===== src/rtl/pin_char_sink.sv =====
// -----------------------------------------------------------------------------
// pin_char_sink
//   Hardware consumer of the processor pin_out word. Decodes the pin protocol
//   (pin0 = char strobe, pin1 = halt, pins 9..2 = char bits 7..0), buffers
//   characters in a FIFO and serialises them as 8N1 UART on tx. done rises
//   once the processor halted and every buffered character has left the wire.
//
//   Optional feature: define PIN_SINK_PARITY_EN to insert an even-parity bit
//   between the data bits and the stop bit (11-bit frame).
//
// Parameters
//   BITNESS       width of the pin word (>= 10)
//   FIFO_DEPTH    character FIFO entries (power of 2, >= 2)
//   CLKS_PER_BIT  clk cycles per UART bit (>= 1)
//
// Ports
//   clk          system clock, rising edge
//   rst          synchronous active-high reset
//   pin_out_i    processor pin word, sampled every clk
//   tx           UART serial output, idle high, registered
//   halted       sticky, halt pin seen
//   done         sticky, halted with FIFO empty and UART idle
//   overflow     sticky, a character was dropped on a full FIFO
//   fifo_count   characters currently buffered
// -----------------------------------------------------------------------------
module pin_char_sink #(
  parameter int BITNESS      = 16,
  parameter int FIFO_DEPTH   = 16,
  parameter int CLKS_PER_BIT = 4
) (
  input  logic                        clk,
  input  logic                        rst,
  input  logic [BITNESS-1:0]          pin_out_i,
  output logic                        tx,
  output logic                        halted,
  output logic                        done,
  output logic                        overflow,
  output logic [$clog2(FIFO_DEPTH):0] fifo_count
);

  localparam int AW = $clog2(FIFO_DEPTH);
  localparam int CW = (CLKS_PER_BIT > 1) ? $clog2(CLKS_PER_BIT) : 1;
  localparam logic [AW:0]   DEPTH_C  = (AW+1)'(FIFO_DEPTH);
  localparam logic [CW-1:0] CLK_LAST = CW'(CLKS_PER_BIT - 1);

`ifdef PIN_SINK_PARITY_EN
  typedef enum logic [2:0] {S_IDLE, S_START, S_DATA, S_PARITY, S_STOP} state_t;
`else
  typedef enum logic [1:0] {S_IDLE, S_START, S_DATA, S_STOP} state_t;
`endif

  state_t        r_state, w_state_nxt;
  logic          r_tx, w_tx_nxt;
  logic [CW-1:0] r_clk_cnt, w_clk_cnt_nxt;
  logic [2:0]    r_bit_idx, w_bit_idx_nxt;
  logic [7:0]    r_data;

  logic [7:0]    r_mem [FIFO_DEPTH];
  logic [AW-1:0] r_wr_ptr, r_rd_ptr;
  logic [AW:0]   r_count;
  logic          r_halted, r_done, r_overflow;

  logic          w_bit_end, w_has_data, w_full;
  logic          w_strobe, w_push, w_drop, w_pop;
  logic [2:0]    w_bit_idx_inc;
  logic [7:0]    w_char;

  // Bits above the protocol field carry nothing for this sink.
  generate
    if (BITNESS > 10) begin : g_hi
      logic w_unused_hi;
      assign w_unused_hi = ^pin_out_i[BITNESS-1:10];
    end
  endgenerate

  assign w_char        = pin_out_i[9:2];
  assign w_bit_end     = (r_clk_cnt == CLK_LAST);
  assign w_has_data    = (r_count != '0);
  assign w_full        = (r_count == DEPTH_C);
  assign w_bit_idx_inc = r_bit_idx + 3'd1;

  // Halt on the same edge beats the strobe; a pop on the same edge frees a slot.
  assign w_strobe = pin_out_i[0] & ~pin_out_i[1] & ~r_halted;
  assign w_push   = w_strobe & (~w_full | w_pop);
  assign w_drop   = w_strobe & w_full & ~w_pop;

  // ---------------------------------------------------------------------------
  // UART FSM: next state, next tx and pop request
  // ---------------------------------------------------------------------------
  always_comb begin
    w_state_nxt   = r_state;
    w_tx_nxt      = r_tx;
    w_clk_cnt_nxt = w_bit_end ? '0 : r_clk_cnt + 1'b1;
    w_bit_idx_nxt = r_bit_idx;
    w_pop         = 1'b0;
    case (r_state)
      S_IDLE: begin
        w_clk_cnt_nxt = '0;
        w_tx_nxt      = 1'b1;
        if (w_has_data) begin
          w_pop       = 1'b1;
          w_state_nxt = S_START;
          w_tx_nxt    = 1'b0;
        end
      end
      S_START: begin
        if (w_bit_end) begin
          w_state_nxt   = S_DATA;
          w_tx_nxt      = r_data[0];
          w_bit_idx_nxt = 3'd0;
        end
      end
      S_DATA: begin
        if (w_bit_end) begin
          if (r_bit_idx == 3'd7) begin
`ifdef PIN_SINK_PARITY_EN
            w_state_nxt = S_PARITY;
            w_tx_nxt    = ^r_data;
`else
            w_state_nxt = S_STOP;
            w_tx_nxt    = 1'b1;
`endif
          end else begin
            w_bit_idx_nxt = w_bit_idx_inc;
            w_tx_nxt      = r_data[w_bit_idx_inc];
          end
        end
      end
`ifdef PIN_SINK_PARITY_EN
      S_PARITY: begin
        if (w_bit_end) begin
          w_state_nxt = S_STOP;
          w_tx_nxt    = 1'b1;
        end
      end
`endif
      S_STOP: begin
        // Popping on the stop-ending edge keeps back-to-back frames gapless.
        if (w_bit_end) begin
          if (w_has_data) begin
            w_pop       = 1'b1;
            w_state_nxt = S_START;
            w_tx_nxt    = 1'b0;
          end else begin
            w_state_nxt = S_IDLE;
            w_tx_nxt    = 1'b1;
          end
        end
      end
      default: begin
        w_state_nxt   = S_IDLE;
        w_tx_nxt      = 1'b1;
        w_clk_cnt_nxt = '0;
      end
    endcase
  end

  // ---------------------------------------------------------------------------
  // State, FIFO control and status flags
  // ---------------------------------------------------------------------------
  always_ff @(posedge clk) begin
    if (rst) begin
      r_state    <= S_IDLE;
      r_tx       <= 1'b1;
      r_clk_cnt  <= '0;
      r_bit_idx  <= '0;
      r_wr_ptr   <= '0;
      r_rd_ptr   <= '0;
      r_count    <= '0;
      r_halted   <= 1'b0;
      r_done     <= 1'b0;
      r_overflow <= 1'b0;
    end else begin
      r_state   <= w_state_nxt;
      r_tx      <= w_tx_nxt;
      r_clk_cnt <= w_clk_cnt_nxt;
      r_bit_idx <= w_bit_idx_nxt;
      if (w_push) r_wr_ptr <= r_wr_ptr + 1'b1;
      if (w_pop)  r_rd_ptr <= r_rd_ptr + 1'b1;
      case ({w_push, w_pop})
        2'b10:   r_count <= r_count + 1'b1;
        2'b01:   r_count <= r_count - 1'b1;
        default: r_count <= r_count;
      endcase
      if (pin_out_i[1]) r_halted   <= 1'b1;
      if (w_drop)       r_overflow <= 1'b1;
      if (r_halted && !w_has_data && r_state == S_IDLE && !w_pop)
        r_done <= 1'b1;
    end
  end

  // Storage needs no reset; pointers/count define what is valid. A full FIFO
  // with a same-edge pop reads the old entry before it is overwritten.
  always_ff @(posedge clk) begin
    if (w_push) r_mem[r_wr_ptr] <= w_char;
    if (w_pop)  r_data          <= r_mem[r_rd_ptr];
  end

  assign tx         = r_tx;
  assign halted     = r_halted;
  assign done       = r_done;
  assign overflow   = r_overflow;
  assign fifo_count = r_count;

endmodule

===== config.mk =====
export PLATFORM = sky130hd
export DESIGN_NAME = pin_char_sink
export DESIGN_NICKNAME = d
export VERILOG_FILES = /design/src/rtl/pin_char_sink.sv
export SDC_FILE = /design/constraint.sdc
export NUM_CORES = 1
export LEC_CHECK = 0
export BUFFER_PORTS_ARGS = -buffer_cell sky130_fd_sc_hd__buf_2
export CAP_MARGIN = 15
export CORE_AREA = 2 2 131 133
export CTS_CLUSTER_SIZE = 40
export DETAILED_ROUTE_END_ITERATION = 12
export DIE_AREA = 0 0 133 135
export PLACE_DENSITY = 0.63
export SYNTH_ARGS = -nofsm -noshare
export SYNTH_HDL_FRONTEND = slang
export SYNTH_SLANG_ARGS = --single-unit

===== constraint.sdc =====
create_clock -name clk -period 7.1 [get_ports clk]
set_clock_uncertainty 0.1 [all_clocks]
set_input_delay 0.355 -clock clk [delete_from_list [all_inputs] [get_ports clk]]
set_output_delay 0.355 -clock clk [all_outputs]
set_load 0.1 [all_outputs]

==> impl_metrics.json, run 1 <==
{
  "syn_to_final_growth_pct": 14.1,
  "p_per_area_nw_per_um2": 356,
  "ys_seq_area_share_pct": 70.0,
  "synth-warning-count": 0,
  "crit_chain": "inv_1 -> ha_1 -> a211oi_4 -> nand2_1 -> xnor2_1 -> ha_1 -> or4_1 -> nor2_1 -> a32oi_1 -> xnor2_1 -> nor2_1",
  "critPathRequiredTime_ns": 7.27,
  "dpl.hpwl_um": 7260,
  "startpoint_type": "flop",
  "synth-seq-cells": 160,
  "clk_pin_slew_worst_paths_ns": 0.06,
  "drv_slew": 0,
  "ir_drop_uv": 219,
  "hold_violations": 0,
  "synth-async-reset-ratio_pct": 0,
  "core_area_um2": 16400,
  "remaining_drc_errors": 0,
  "use_met3_pct": 3.57,
  "cts_made_buffers": 17,
  "clock_power_share_pct": 33.4,
  "die_area_um2": 18000,
  "drtAntennaViolNets": 0,
  "use_met2_pct": 22.9,
  "top_usage_layer": "met2",
  "synthesis.nets": 390,
  "yosysUniqueCellTypes": 46,
  "tns_ns": 0,
  "syn_inst": 358,
  "tritoncts": "yes",
  "pwr-share-comb_pct": 23.8,
  "cp_slowest_cell": "a211oi_4",
  "vias_per_cell": 5.17,
  "path_delay_family": "compound AO/OA/AOI/OAI gates",
  "first_iter_violations": 205,
  "arrival_ns": 3.39,
  "antenna_cells": 0,
  "maxSlewHeadroom_pct": 38.5,
  "gp_congestion": 0.733,
  "cts.path.max_buffers": 2,
  "synth_compound_area_share_pct": 3.28,
  "grtUsageTotal_pct": 13.9,
  "internal_power_mw": 1.89,
  "cts_setup_buffers": 0,
  "setup_viol": 0,
  "grt_max_degree": 36,
  "antenna_found_initial": 0,
  "final_common_cell": "edfxtp_1",
  "hp-class": "in -> reg",
  "vias": 3192,
  "finalWirelength_um": 11200,
  "p_sw_uw": 758,
  "root_buffer": "clkbuf_16",
  "synthXorXnorAreaFrac_pct": 1.34,
  "pwr-share-seq_pct": 42.8,
  "status": "finished, final reports clean",
  "mappedNetlistArea_um2": 6530,
  "synthAdderAreaFrac_pct": 2.68,
  "synth-edff-count": 136,
  "drive_gt1_share_pct": 25.9,
  "nets": 417,
  "layout_common_cells": "edfxtp_1, mux4_2, nor2_1",
  "grt_first_pass_wirelength_um": 18300,
  "criticalPathCategory": "reg -> reg",
  "dr.pass1.iters": 4,
  "io_pins": 27,
  "worst-path-max-fanout": 17,
  "htree_levels": 4,
  "drv_cap": 0,
  "grt_use_met1_pct": 17.8,
  "rows": 47,
  "fmax_mhz": 311,
  "yosys.area_share.simple_pct": 5.64,
  "die_w_um": 133,
  "clock_sinks": 160,
  "port_buffers": 20,
  "die_h_um": 135,
  "synth_mux_area_share_pct": 15.5,
  "post_drt_wl_per_cell_um": 18.2,
  "leakage_nw": 2.41,
  "setup.worst_path.end_class": "flop",
  "overflow": 0,
  "critical_path.max_stage_delay_ns": 0.68,
  "synth_top_family_by_area": "multiplexers",
  "initial_utilization_pct": 39.8,
  "period_needed_ns": 3.22,
  "worst_pin_slew_ns": 0.920,
  "worst_slack_ns": 3.88,
  "rsz0062_at_grt": "false",
  "synth_ff_type": "edfxtp_1",
  "clkLatencyLatePin_ns": 0.41,
  "grt_pass1_vias": 3244,
  "fin_crit_sh_pct": 45.3,
  "hold_buffers": 0,
  "swShare_pct": 28.6,
  "syn_avg_cell_area_um2": 18.2,
  "pre_cts_ws_ns": 3.91,
  "cts-resized-gates": 0,
  "critPathBufInv": 1
}
[state kept, by name, summed over array words and instances (netlist names)]
| name | cells |
|---|---|
| r_mem | 128 |
| r_data | 8 |
| fifo_count | 5 |
| r_rd_ptr | 4 |
| r_wr_ptr | 4 |
| r_bit_idx | 3 |
| r_clk_cnt | 2 |
| r_state | 2 |
| done | 1 |
| halted | 1 |
| overflow | 1 |
| tx | 1 |
[synthesized netlist by cell type, drive strengths merged (3+ instances only)]
master / n / area share [%]
a21oi: 6 / 0.52
a22oi: 4 / 0.46
a31oi: 3 / 0.29
buf: 9 / 0.73
clkbuf: 9 / 0.52
dfxtp: 24 / 7.4
edfxtp: 136 / 63
ha: 14 / 2.7
inv: 6 / 0.35
mux2i: 4 / 0.61
mux4: 42 / 14
nand2: 10 / 0.58
nor2: 40 / 2.3
nor3: 5 / 0.38
nor4: 3 / 0.52
o21ai: 4 / 0.31
xnor2: 5 / 0.67
xor2: 5 / 0.67
[power by group through the flow]
stage | Combinational [mW] | Sequential [mW] | Clock, mW
after global routing | 0.690 | 1.14 | 0.947
after global placement | 0.627 | 1.15 | 0
final | 0.631 | 1.13 | 0.884
after detailed placement | 0.639 | 1.15 | 0
after CTS | 0.641 | 1.13 | 0.907
after floorplan | 0.413 | 1.26 | 0
[through the flow]
stage	total power [mW]	hold WS [ns]	std cells	utilization [%]	cell area [um2]
floorplan	1.67	0.307	358	-	6530
global placement	1.78	0.317	586	41.8	6870
detailed placement	1.79	0.328	586	41.8	6870
CTS	2.68	0.101	618	45.4	7450
global route	2.78	0.136	618	45.4	7450
finish	2.65	0.132	618	45.4	7450
[worst min-delay path, delay by kind of cell]
| family | cells | cell delay (ns) |
|---|---|---|
| buf+inv | 1 | 0.12 |
| simple gates | 2 | 0.13 |
[layer usage]
layer  vias up  part of all wire (%)
met5         -                     0
met1      1655                    44
met3         5                   3.1
met4         0                  0.65
met2        48                    52
li1       1484                     -
[cell type report]
type	count	area (um2)
clock buffers	21	440
inverters	6	22.5
repair buffers	26	145
well taps	220	275
multi-input cells	174	1860
clock inverters	11	140
fillers	1381	8960
flip-flops and latches	160	4570
[final timing paths]
| path | startpoint | endpoint | slack, ns | cells past startpoint |
|---|---|---|---|---|
| worst max-delay path | r_state[0] | fifo_count[4] | 3.88 | 11 |
| worst min-delay path | pin_out_i[1] | halted | 0.13 | 3 |
| worst max register to register | r_state[0] | fifo_count[4] | 3.88 | 11 |
| worst min register to register | r_clk_cnt[0] | r_clk_cnt[0] | 0.33 | 1 |
[cell families after synthesis]
kind of cell / count (synthesis)
AO/OA/AOI/OAI: 29
XOR/XNOR: 10
adder cells (fa/ha/maj): 14
buffers and inverters: 24
flip-flops: 160
multiplexers: 48
AND/OR/NAND/NOR: 73
Power figures use the tool's default switching activity.
==> run 2: changes to the inputs <==
Clock period 7.1 ns to 3 ns, I/O delays scaled along.
==> run 2 against run 1 <==
Compared with the run above: register-to-register slack got worse by 3.5 ns; largest power group unchanged; non-clock buffer count rose by 21; global-route usage is 0.42 points higher.
==> impl_metrics.json, run 2 (synthesis results as in run 1) <==
{
  "status": "finished, final reports clean",
  "port_buffers": 20,
  "fin_cells": 639,
  "die_area_um2": 18000,
  "grt_first_pass_wirelength_um": 18900,
  "nets": 438,
  "swShare_pct": 29.8,
  "drive_gt1_share_pct": 29.8,
  "grtUsageTotal_pct": 14.3,
  "worst_pin_slew_ns": 0.663,
  "pre_cts_ws_ns": 0.445,
  "die_w_um": 133,
  "drv_slew": 0,
  "vias": 3312,
  "die_h_um": 135,
  "pwr-share-seq_pct": 42.6,
  "period_needed_ns": 2.60,
  "root_buffer": "clkbuf_16",
  "antenna_cells": 0,
  "leakage_nw": 2.51,
  "syn_to_final_growth_pct": 16.9,
  "final_common_cell": "edfxtp_1",
  "cts_setup_buffers": 0,
  "setup_viol": 0,
  "path_delay_family": "adder cells",
  "cp_slowest_cell": "ha_1",
  "clk_pin_slew_worst_paths_ns": 0.06,
  "cts.path.max_buffers": 2,
  "dpl.hpwl_um": 7640,
  "gp_congestion": 0.782,
  "critical_path.max_stage_delay_ns": 0.42,
  "core_area_um2": 16400,
  "remaining_drc_errors": 0,
  "vias_per_cell": 5.18,
  "crit_chain": "inv_1 -> ha_1 -> a211oi_4 -> nand2_1 -> xnor2_1 -> ha_1 -> or4_1 -> nor2_1 -> a32oi_1 -> xnor2_1 -> nor2_1",
  "critPathRequiredTime_ns": 3.19,
  "rsz0062_at_grt": "false",
  "post_drt_wl_per_cell_um": 18.4,
  "clock_power_share_pct": 32.8,
  "internal_power_mw": 4.44,
  "clkLatencyLatePin_ns": 0.42,
  "tns_ns": 0,
  "pwr-share-comb_pct": 24.6,
  "fmax_mhz": 385,
  "fillerInstances": 1377,
  "p_sw_mw": 1.88,
  "hold_violations": 0,
  "placedCellCount": 601,
  "p_per_area_nw_per_um2": 829,
  "arrival_ns": 2.79,
  "setup.worst_path.end_class": "flop",
  "dr.pass1.iters": 4,
  "cts-resized-gates": 0,
  "htree_levels": 4,
  "whs_ns": 0.0205,
  "grt_max_degree": 36,
  "grt_pass1_vias": 3382,
  "antenna_found_initial": 0,
  "clock_sinks": 160,
  "finalWirelength_um": 11800,
  "layout_common_cells": "edfxtp_1, mux4_2, nor2_1",
  "maxSlewHeadroom_pct": 55.7,
  "first_iter_violations": 191,
  "design_area_um2": 7630,
  "worst-path-max-fanout": 8,
  "tritoncts": "yes",
  "top_register": "r_mem",
  "io_pins": 27,
  "worst_slack_ns": 0.404,
  "critPathBufInv": 1,
  "drv_cap": 0,
  "criticalPathCategory": "reg -> reg",
  "cts_made_buffers": 17,
  "largest_register_ffs": 128,
  "ir_drop_uv": 495,
  "overflow": 0,
  "hp-class": "in -> reg",
  "initial_utilization_pct": 39.8,
  "fin_crit_sh_pct": 86.5,
  "totalPowerFinal_mw": 6.33,
  "fin_util_pct": 46.5,
  "place_area_um2": 7000,
  "rows": 47,
  "startpoint_type": "flop",
  "drtAntennaViolNets": 0
}
==> run 2: final cells by class <==
type	instances	area, um2	share of cell area, %
flip-flops and latches	160	4570	60.0
multi-input cells	174	1860	24.3
clock buffers	19	433	5.67
repair buffers	47	330	4.33
well taps	220	275	3.61
clock inverters	13	136	1.79
inverters	6	22.5	0.295
==> run 2: final timing paths <==
path | end | startpoint | slack, ns | depth (start not counted)
min | r_mem[14][4] | pin_out_i[6] | 0.02 | 1
min reg2reg | r_clk_cnt[0] | r_clk_cnt[0] | 0.33 | 1
max | fifo_count[4] | r_state[1] | 0.40 | 11
max reg2reg | fifo_count[4] | r_state[1] | 0.40 | 11
==> run 2: per-layer routing <==
layer	wire [um]	global-route usage, %	vias up
li1	-	-	1522
met3	466	3.79	12
met2	5910	23.0	65
met5	0	0	-
met1	5220	18.9	1713
met4	163	5.20	0
==> run 2: power by group through the flow <==
stage / logic (mW) / clock network (mW) / registers, mW
global placement: 1.52 / 0 / 2.74
floorplan: 0.974 / 0 / 2.99
detailed placement: 1.56 / 0 / 2.74
finish: 1.55 / 2.07 / 2.70
global route: 1.68 / 2.20 / 2.72
CTS: 1.57 / 2.12 / 2.70
==> run 2: timing repair <==
| item | in CTS | in global routing |
|---|---|---|
| hold buffers | 6 | 0 |
| setup endpoints to repair | 0 | 0 |
| endpoints found under the hold margin | 35 | 0 |
